`src/rtl/core_mem_arbiter.sv`:
```
// Shares one memory port between the fetch and load/store buses, one transaction at a time.
// Data requests win unless fetch has already waited through MAX_DATA_BURST data grants.
module core_mem_arbiter #(
    parameter int ADDR_WIDTH     = 32,
    parameter int DATA_WIDTH     = 32,
    parameter int MAX_DATA_BURST = 4
) (
    input  logic                  clk,
    input  logic                  rst,
    input  logic                  instr_req_i,
    input  logic                  instr_flush_i,
    input  logic [ADDR_WIDTH-1:0] instr_addr_i,
    output logic                  instr_rsp_o,
    output logic [DATA_WIDTH-1:0] instr_data_o,
    input  logic                  data_rd_i,
    input  logic                  data_wr_i,
    input  logic [ADDR_WIDTH-1:0] data_addr_i,
    input  logic [DATA_WIDTH-1:0] data_wdata_i,
    output logic                  data_rsp_o,
    output logic [DATA_WIDTH-1:0] data_rdata_o,
    output logic                  mem_rd_o,
    output logic                  mem_wr_o,
    output logic [ADDR_WIDTH-1:0] mem_addr_o,
    output logic [DATA_WIDTH-1:0] mem_wdata_o,
    input  logic                  mem_rsp_i,
    input  logic [DATA_WIDTH-1:0] mem_rdata_i,
    output logic                  busy_o
);

    localparam int CNT_W = (MAX_DATA_BURST < 1) ? 1 : $clog2(MAX_DATA_BURST + 1);

    typedef enum logic [1:0] {
        ST_IDLE  = 2'd0,
        ST_INSTR = 2'd1,
        ST_DATA  = 2'd2
    } state_t;

    state_t             state_r;
    state_t             next_state_s;
    logic               drop_r;
    logic [CNT_W-1:0]   burst_cnt_r;
    logic               fetch_ok_s;
    logic               data_ok_s;
    logic               burst_full_s;
    logic               grant_instr_s;
    logic               grant_data_s;

    // Arbitration, next-state and combinational response outputs
    always_comb begin
        next_state_s  = state_r;
        grant_instr_s = 1'b0;
        grant_data_s  = 1'b0;
        fetch_ok_s    = instr_req_i & ~instr_flush_i;
        data_ok_s     = data_rd_i | data_wr_i;
        burst_full_s  = (burst_cnt_r == CNT_W'(MAX_DATA_BURST));
        instr_rsp_o   = 1'b0;
        data_rsp_o    = 1'b0;
        instr_data_o  = mem_rdata_i;
        data_rdata_o  = mem_rdata_i;
        busy_o        = (state_r != ST_IDLE);
        case (state_r)
            ST_IDLE: begin
                // Fetch only overtakes a waiting load/store once its starvation budget is spent
                if (data_ok_s && !(fetch_ok_s && burst_full_s)) begin
                    next_state_s = ST_DATA;
                    grant_data_s = 1'b1;
                end else if (fetch_ok_s) begin
                    next_state_s  = ST_INSTR;
                    grant_instr_s = 1'b1;
                end else begin
                    next_state_s = ST_IDLE;
                end
            end
            ST_INSTR: begin
                instr_rsp_o = mem_rsp_i & ~drop_r & ~instr_flush_i;
                if (mem_rsp_i) begin
                    next_state_s = ST_IDLE;
                end else begin
                    next_state_s = ST_INSTR;
                end
            end
            ST_DATA: begin
                data_rsp_o = mem_rsp_i;
                if (mem_rsp_i) begin
                    next_state_s = ST_IDLE;
                end else begin
                    next_state_s = ST_DATA;
                end
            end
            default: begin
                next_state_s = ST_IDLE;
            end
        endcase
    end

    // State register
    always_ff @(posedge clk) begin
        if (rst) begin
            state_r <= ST_IDLE;
        end else begin
            state_r <= next_state_s;
        end
    end

    // Memory command registers: loaded on grant, held until the memory responds
    always_ff @(posedge clk) begin
        if (rst) begin
            mem_rd_o    <= 1'b0;
            mem_wr_o    <= 1'b0;
            mem_addr_o  <= {ADDR_WIDTH{1'b0}};
            mem_wdata_o <= {DATA_WIDTH{1'b0}};
        end else if (grant_data_s) begin
            mem_wr_o    <= data_wr_i;
            mem_rd_o    <= ~data_wr_i;
            mem_addr_o  <= data_addr_i;
            mem_wdata_o <= data_wdata_i;
        end else if (grant_instr_s) begin
            mem_rd_o   <= 1'b1;
            mem_wr_o   <= 1'b0;
            mem_addr_o <= instr_addr_i;
        end else if ((state_r != ST_IDLE) && mem_rsp_i) begin
            mem_rd_o <= 1'b0;
            mem_wr_o <= 1'b0;
        end
    end

    // A flushed fetch still completes on the bus but its response is swallowed
    always_ff @(posedge clk) begin
        if (rst) begin
            drop_r <= 1'b0;
        end else if (grant_instr_s) begin
            drop_r <= 1'b0;
        end else if (state_r == ST_INSTR) begin
            if (mem_rsp_i) begin
                drop_r <= 1'b0;
            end else if (instr_flush_i) begin
                drop_r <= 1'b1;
            end
        end
    end

    // Consecutive data grants while a fetch is waiting (saturating)
    always_ff @(posedge clk) begin
        if (rst) begin
            burst_cnt_r <= {CNT_W{1'b0}};
        end else if (grant_instr_s) begin
            burst_cnt_r <= {CNT_W{1'b0}};
        end else if (grant_data_s) begin
            if (!instr_req_i) begin
                burst_cnt_r <= {CNT_W{1'b0}};
            end else if (!burst_full_s) begin
                burst_cnt_r <= burst_cnt_r + CNT_W'(1'b1);
            end
        end
    end

endmodule

```
`config.mk`:
```
export PLATFORM = sky130hd
export DESIGN_NAME = core_mem_arbiter
export DESIGN_NICKNAME = d
export VERILOG_FILES = /design/src/rtl/core_mem_arbiter.sv
export SDC_FILE = /design/constraint.sdc
export NUM_CORES = 1
export LEC_CHECK = 0
export BUFFER_PORTS_ARGS = -buffer_cell sky130_fd_sc_hd__buf_2
export CAP_MARGIN = 20
export CORE_MARGIN = 8
export CORE_UTILIZATION = 43
export DETAILED_ROUTE_END_ITERATION = 10
export MAX_ROUTING_LAYER = met4
export PLACE_DENSITY = 0.82
export SLEW_MARGIN = 10
export SYNTH_ARGS = -nofsm -noshare
export SYNTH_HDL_FRONTEND = slang
export SYNTH_SLANG_ARGS = --single-unit
```
`constraint.sdc`:
```
create_clock -name clk -period 2.3 [get_ports clk]
set_clock_uncertainty 0.1 [all_clocks]
set_input_delay 0.23 -clock clk [delete_from_list [all_inputs] [get_ports clk]]
set_output_delay 0.23 -clock clk [all_outputs]
set_load 0.02 [all_outputs]
```
Yosys cells after proc, flatten, opt, wreduce, memory -nomap -nowiden. Cells that the tools add are included.

Register bits after elaboration: 72. Input bits: 135.

Add/sub/neg operators: 1. Equal/unequal tests: 4. Mux-type cells: 23. Bitwise gates (word level): 7. Reduce and logical (&&, ||, !) cells: 12.

Operators by type and width (count): two-way mux 32 bit (2); two-way mux 1 bit (16); two-way mux 3 bit (2); one-hot mux 2 bit (3 select lines) (1); nonzero test 2 bit (3); two-way mux 2 bit (2); AND reduction 2 bit (2); adder 3 x 1 -> 3 bit (second input constant) (1); bitwise AND 1 bit (3); equality test 3 bit (second input constant) (1); logical AND 1 bit (3); inverter 1 bit (3); nonzero test 3 bit (1); equality test 2 x 1 -> 1 bit (second input constant) (1); equality test 2 bit (second input constant) (1); logical NOT 2 bit (1); != test 2 bit (second input constant) (1); OR reduction 2 bit (1); logical NOT 1 bit (1); OR 1 bit (1).

Depth between registers and ports, before layout.
Depth in word-level cells: 9. Depth in mapped cells: 7.

Worst setup path after synthesis. OpenSTA, ideal clock, no wires.

Kind: flip-flop to flip-flop. From: register burst_cnt_r[0]. To: register mem_wdata_o[11]. Arrival: 1409 ps. Setup slack: 659 ps. Cell stages (with the launch flop): 8. Path buffers: 2. Period minus slack after synthesis: 1641 ps. Cells stage by stage: dfxtp_1 > inv_1 > ha_1 > and4b_1 > buf_4 > buf_4 > o31ai_1 > a21oi_1.

Word-level cells in the longest chain between the ends: 6.

RTL lines: start: declaration (RTL line 41) `logic [CNT_W-1:0] burst_cnt_r;`; start signal: assignment (RTL line 145) `burst_cnt_r <= {CNT_W{1'b0}};`; start signal: assignment (RTL line 147) `burst_cnt_r <= {CNT_W{1'b0}};`; start signal: assignment (RTL line 150) `burst_cnt_r <= {CNT_W{1'b0}};`; equality test 3 bit (RTL line 55) `burst_full_s = (burst_cnt_r == CNT_W'(MAX_DATA_BURST));`; logical AND 1 bit (RTL line 64) `if (data_ok_s && !(fetch_ok_s && burst_full_s)) begin`; logical NOT 1 bit (RTL line 64); logical AND 1 bit (RTL line 64); two-way mux 1 bit (RTL line 64); two-way mux 1 bit (RTL line 61) `case (state_r)`; end signal: assignment (RTL line 111) `mem_wdata_o <= {DATA_WIDTH{1'b0}};`; end signal: assignment (RTL line 116) `mem_wdata_o <= data_wdata_i;`; end: declaration (RTL line 24) `output logic [DATA_WIDTH-1:0] mem_wdata_o,`.

Every way passes these cells. A chain may end at the register's enable or synchronous reset.

Worst setup path in the final report.
From: register state_r[0]. To: output busy_o.

Word-level cells in the longest chain between the ends: 1.

RTL lines: start: declaration (RTL line 38) `state_t state_r;`; start signal: assignment (RTL line 101) `state_r <= next_state_s;`; nonzero test 2 bit (RTL line 60) `busy_o = (state_r != ST_IDLE);`; end: declaration (RTL line 27) `output logic busy_o`.

Every way passes these cells.

==> results.yml <==
detailed_routing:
  wl_per_cell_um: 20.27
  drcViolationCount: 0
  dr_total_vias: 4029
  routed_wl_mm: 13.36
  drt_pass1_iterations: 5
  antenna_left: 0
  initialDrtViolationCount: 474
  vias_per_cell: 6.114
cts:
  clock_latency_ns: 0.34
  clkTransAtPathRegs_ns: 0.08
  clock-root-buffer: "clkbuf_8"
  postCtsHoldBufs: 0
  cts_tree: "built"
  cts_resized: 0
  clock-sinks: 72
  cts_max_level: 3
  clockBufferDepth: 2
  post_cts_buffers: 0
  cts_made_buffers: 9
synthesis:
  ys_warn_count: 0
  syn_area_per_cell_um2: 8.639
  synth_nets: 607
  ys_seq_area_frac: 0.3550
  synth_area_mm2: 0.004060
  synthFlopType: "dfxtp_1"
  synth-seq-cells: 72
  yosysUniqueCellTypes: 43
  netlist_instances: 470
  synth-edff-count: 0
  ys_async_sr_fraction: 0
cells_and_area:
  finish.utilization: 0.5084
  design_area_mm2: 0.004676
  nets: 681
  antennaDiodeCount: 0
  drive_above_1_share: 0.3832
  area_growth_pct: 15.16
worst_setup_path:
  critPathCaptureType: "output pin"
  crit-reg2reg-launch: "burst_cnt_r[0]"
  rr_endpoint: "mem_addr_o[29]"
  r2r_setup_slack_ns: 0.42
  reg2regPathDepth: 6
  worst-setup-path-type: "reg -> out"
  required_ns: 1.97
  cp_max_fo: 41
  crit_start: "state_r[0]"
  start_kind: "register"
  worstPathArrival_ns: 1.68
  critPathCapture: "busy_o"
global_route:
  grt_pass1_vias: 4151
  grt_use_total: 0.2046
  grt_pass1_wl_mm: 20.97
  grt_overflow: 0
  grt_max_degree: 73
  antenna_found_initial: 0
sta:
  drv_slew: 0
  fin_crit_ns: 2.009
  final_hold_viol_count: 0
  hold_ws_ns: 0.02682
  worstMarginPinSlew_ns: 0.6260
  fmax_mhz: 497.9
  setup_tns_ns: 0
  min_period_over_period: 0.8733
  slew_headroom: 0.5827
  setup_violations: 0
  rsz0062_at_grt: "false"
power:
  ir_drop_mv: 0.3179
  leakagePower_uw: 0.002038
  power_density_mw_per_mm2: 695.3
die:
  core-area_mm2: 0.009196
  start_util: 0.4415
  die_y_um: 113.2
  num_rows: 35
  dieArea_mm2: 0.01281
  boundaryPins: 268
  die_w_um: 113.2
place:
  placed_cell_area_mm2: 0.004457
  gp_congestion: 0.8012
  hpwl_mm: 9.017
  port_buffers: 171
flow_run:
  max_cap_viol_count: 0
outcome:
  status: "finished clean"
hold_path:
  hp-class: "in -> reg"
## final cells by class
type | count | area [um2]
Fill cell | 883 | 4521
Multi-Input combinational cell | 240 | 1719
Sequential cell | 72 | 1441
Timing Repair Buffer | 186 | 1026
Clock buffer | 11 | 141.4
Tap cell | 111 | 138.9
Inverter | 35 | 131.4
Clock inverter | 4 | 77.57
## worst max-delay path, cell delays in order (launching register included)
cell     delay (ns)
dfxtp_1        0.56
nor2_4         0.06
inv_2          0.07
buf_4          0.39
buf_2          0.25
## routing by layer
layer	GRT usage	wire, um	vias up
met2	0.3373	6549	210
li1	-	-	1881
met4	0.07726	284	0
met1	0.2338	5488	1894
met5	-	0	-
met3	0.05378	1034	44
## worst min-delay path by stage
stage / from / endpoint / slack (ns) / cells past startpoint
after floorplan: data_wdata_i[0] / mem_wdata_o[0] / 0.28 / 2
after global placement: mem_wdata_o[5] / mem_wdata_o[5] / 0.35 / 2
after detailed placement: mem_wdata_o[7] / mem_wdata_o[7] / 0.36 / 2
after CTS: data_wdata_i[30] / mem_wdata_o[30] / 0.02 / 3
after global routing: data_wdata_i[20] / mem_wdata_o[20] / 0.02 / 3
final: data_wdata_i[30] / mem_wdata_o[30] / 0.03 / 3
## synthesized netlist by cell type, types with 3 or more instances
cell type,count,share of area
o31ai_1,33,0.061
buf_4,70,0.13
o2111ai_1,31,0.067
o21ai_0,3,0.0037
o311ai_0,31,0.067
a21oi_1,34,0.042
buf_6,3,0.0083
dfxtp_1,72,0.36
nand2b_1,5,0.0077
clkbuf_1,26,0.024
buf_2,23,0.028
nor3_1,4,0.0049
inv_1,34,0.031
nor4_1,3,0.0046
nand4_1,63,0.097
## cells in the final DEF (no fill, tap or decap), drive strengths merged, types with 2 or more instances in the layout
cell type,synthesis,routed
ha,2,2
o311ai,31,31
nor3,5,5
nand3b,2,2
bufinv,0,2
nor4,3,3
nand3,2,2
o31ai,33,33
and3b,2,2
inv,35,36
clkbuf,26,11
nand2b,5,5
nor2,3,3
o31a,2,2
nand4,63,63
a21oi,34,34
o21ai,3,3
a31oi,2,2
o2111ai,31,31
dfxtp,72,72
buf,97,186
## stage by stage
stage,power (uW),setup slack [ns],cells
after CTS,3275,0.2689,659
after detailed placement,2138,0.4038,644
after floorplan,2014,0.6590,470
after global placement,2108,0.3040,643
final,3251,0.2914,659
after global routing,3397,0.1667,659
## state kept, by name, indices dropped and copies added (netlist names)
| signal | flops |
|---|---|
| mem_addr_o | 32 |
| burst_cnt_r | 3 |
| mem_rd_o | 1 |
| mem_wdata_o | 32 |
| mem_wr_o | 1 |
| drop_r | 1 |
| state_r | 2 |
## report_power, final
group          switching, uW  internal [uW]
clock network            500            642
registers               54.6           1350
logic                    447            260
## kinds of logic after synthesis
group | after synthesis | share of synthesized area
compound gates | 145 | 0.2666
fa+ha+maj | 2 | 0.006162
buf+inv | 158 | 0.2234
flops | 72 | 0.3550
simple gates | 93 | 0.1488
Note: power is estimated with default switching activity, not from simulation.
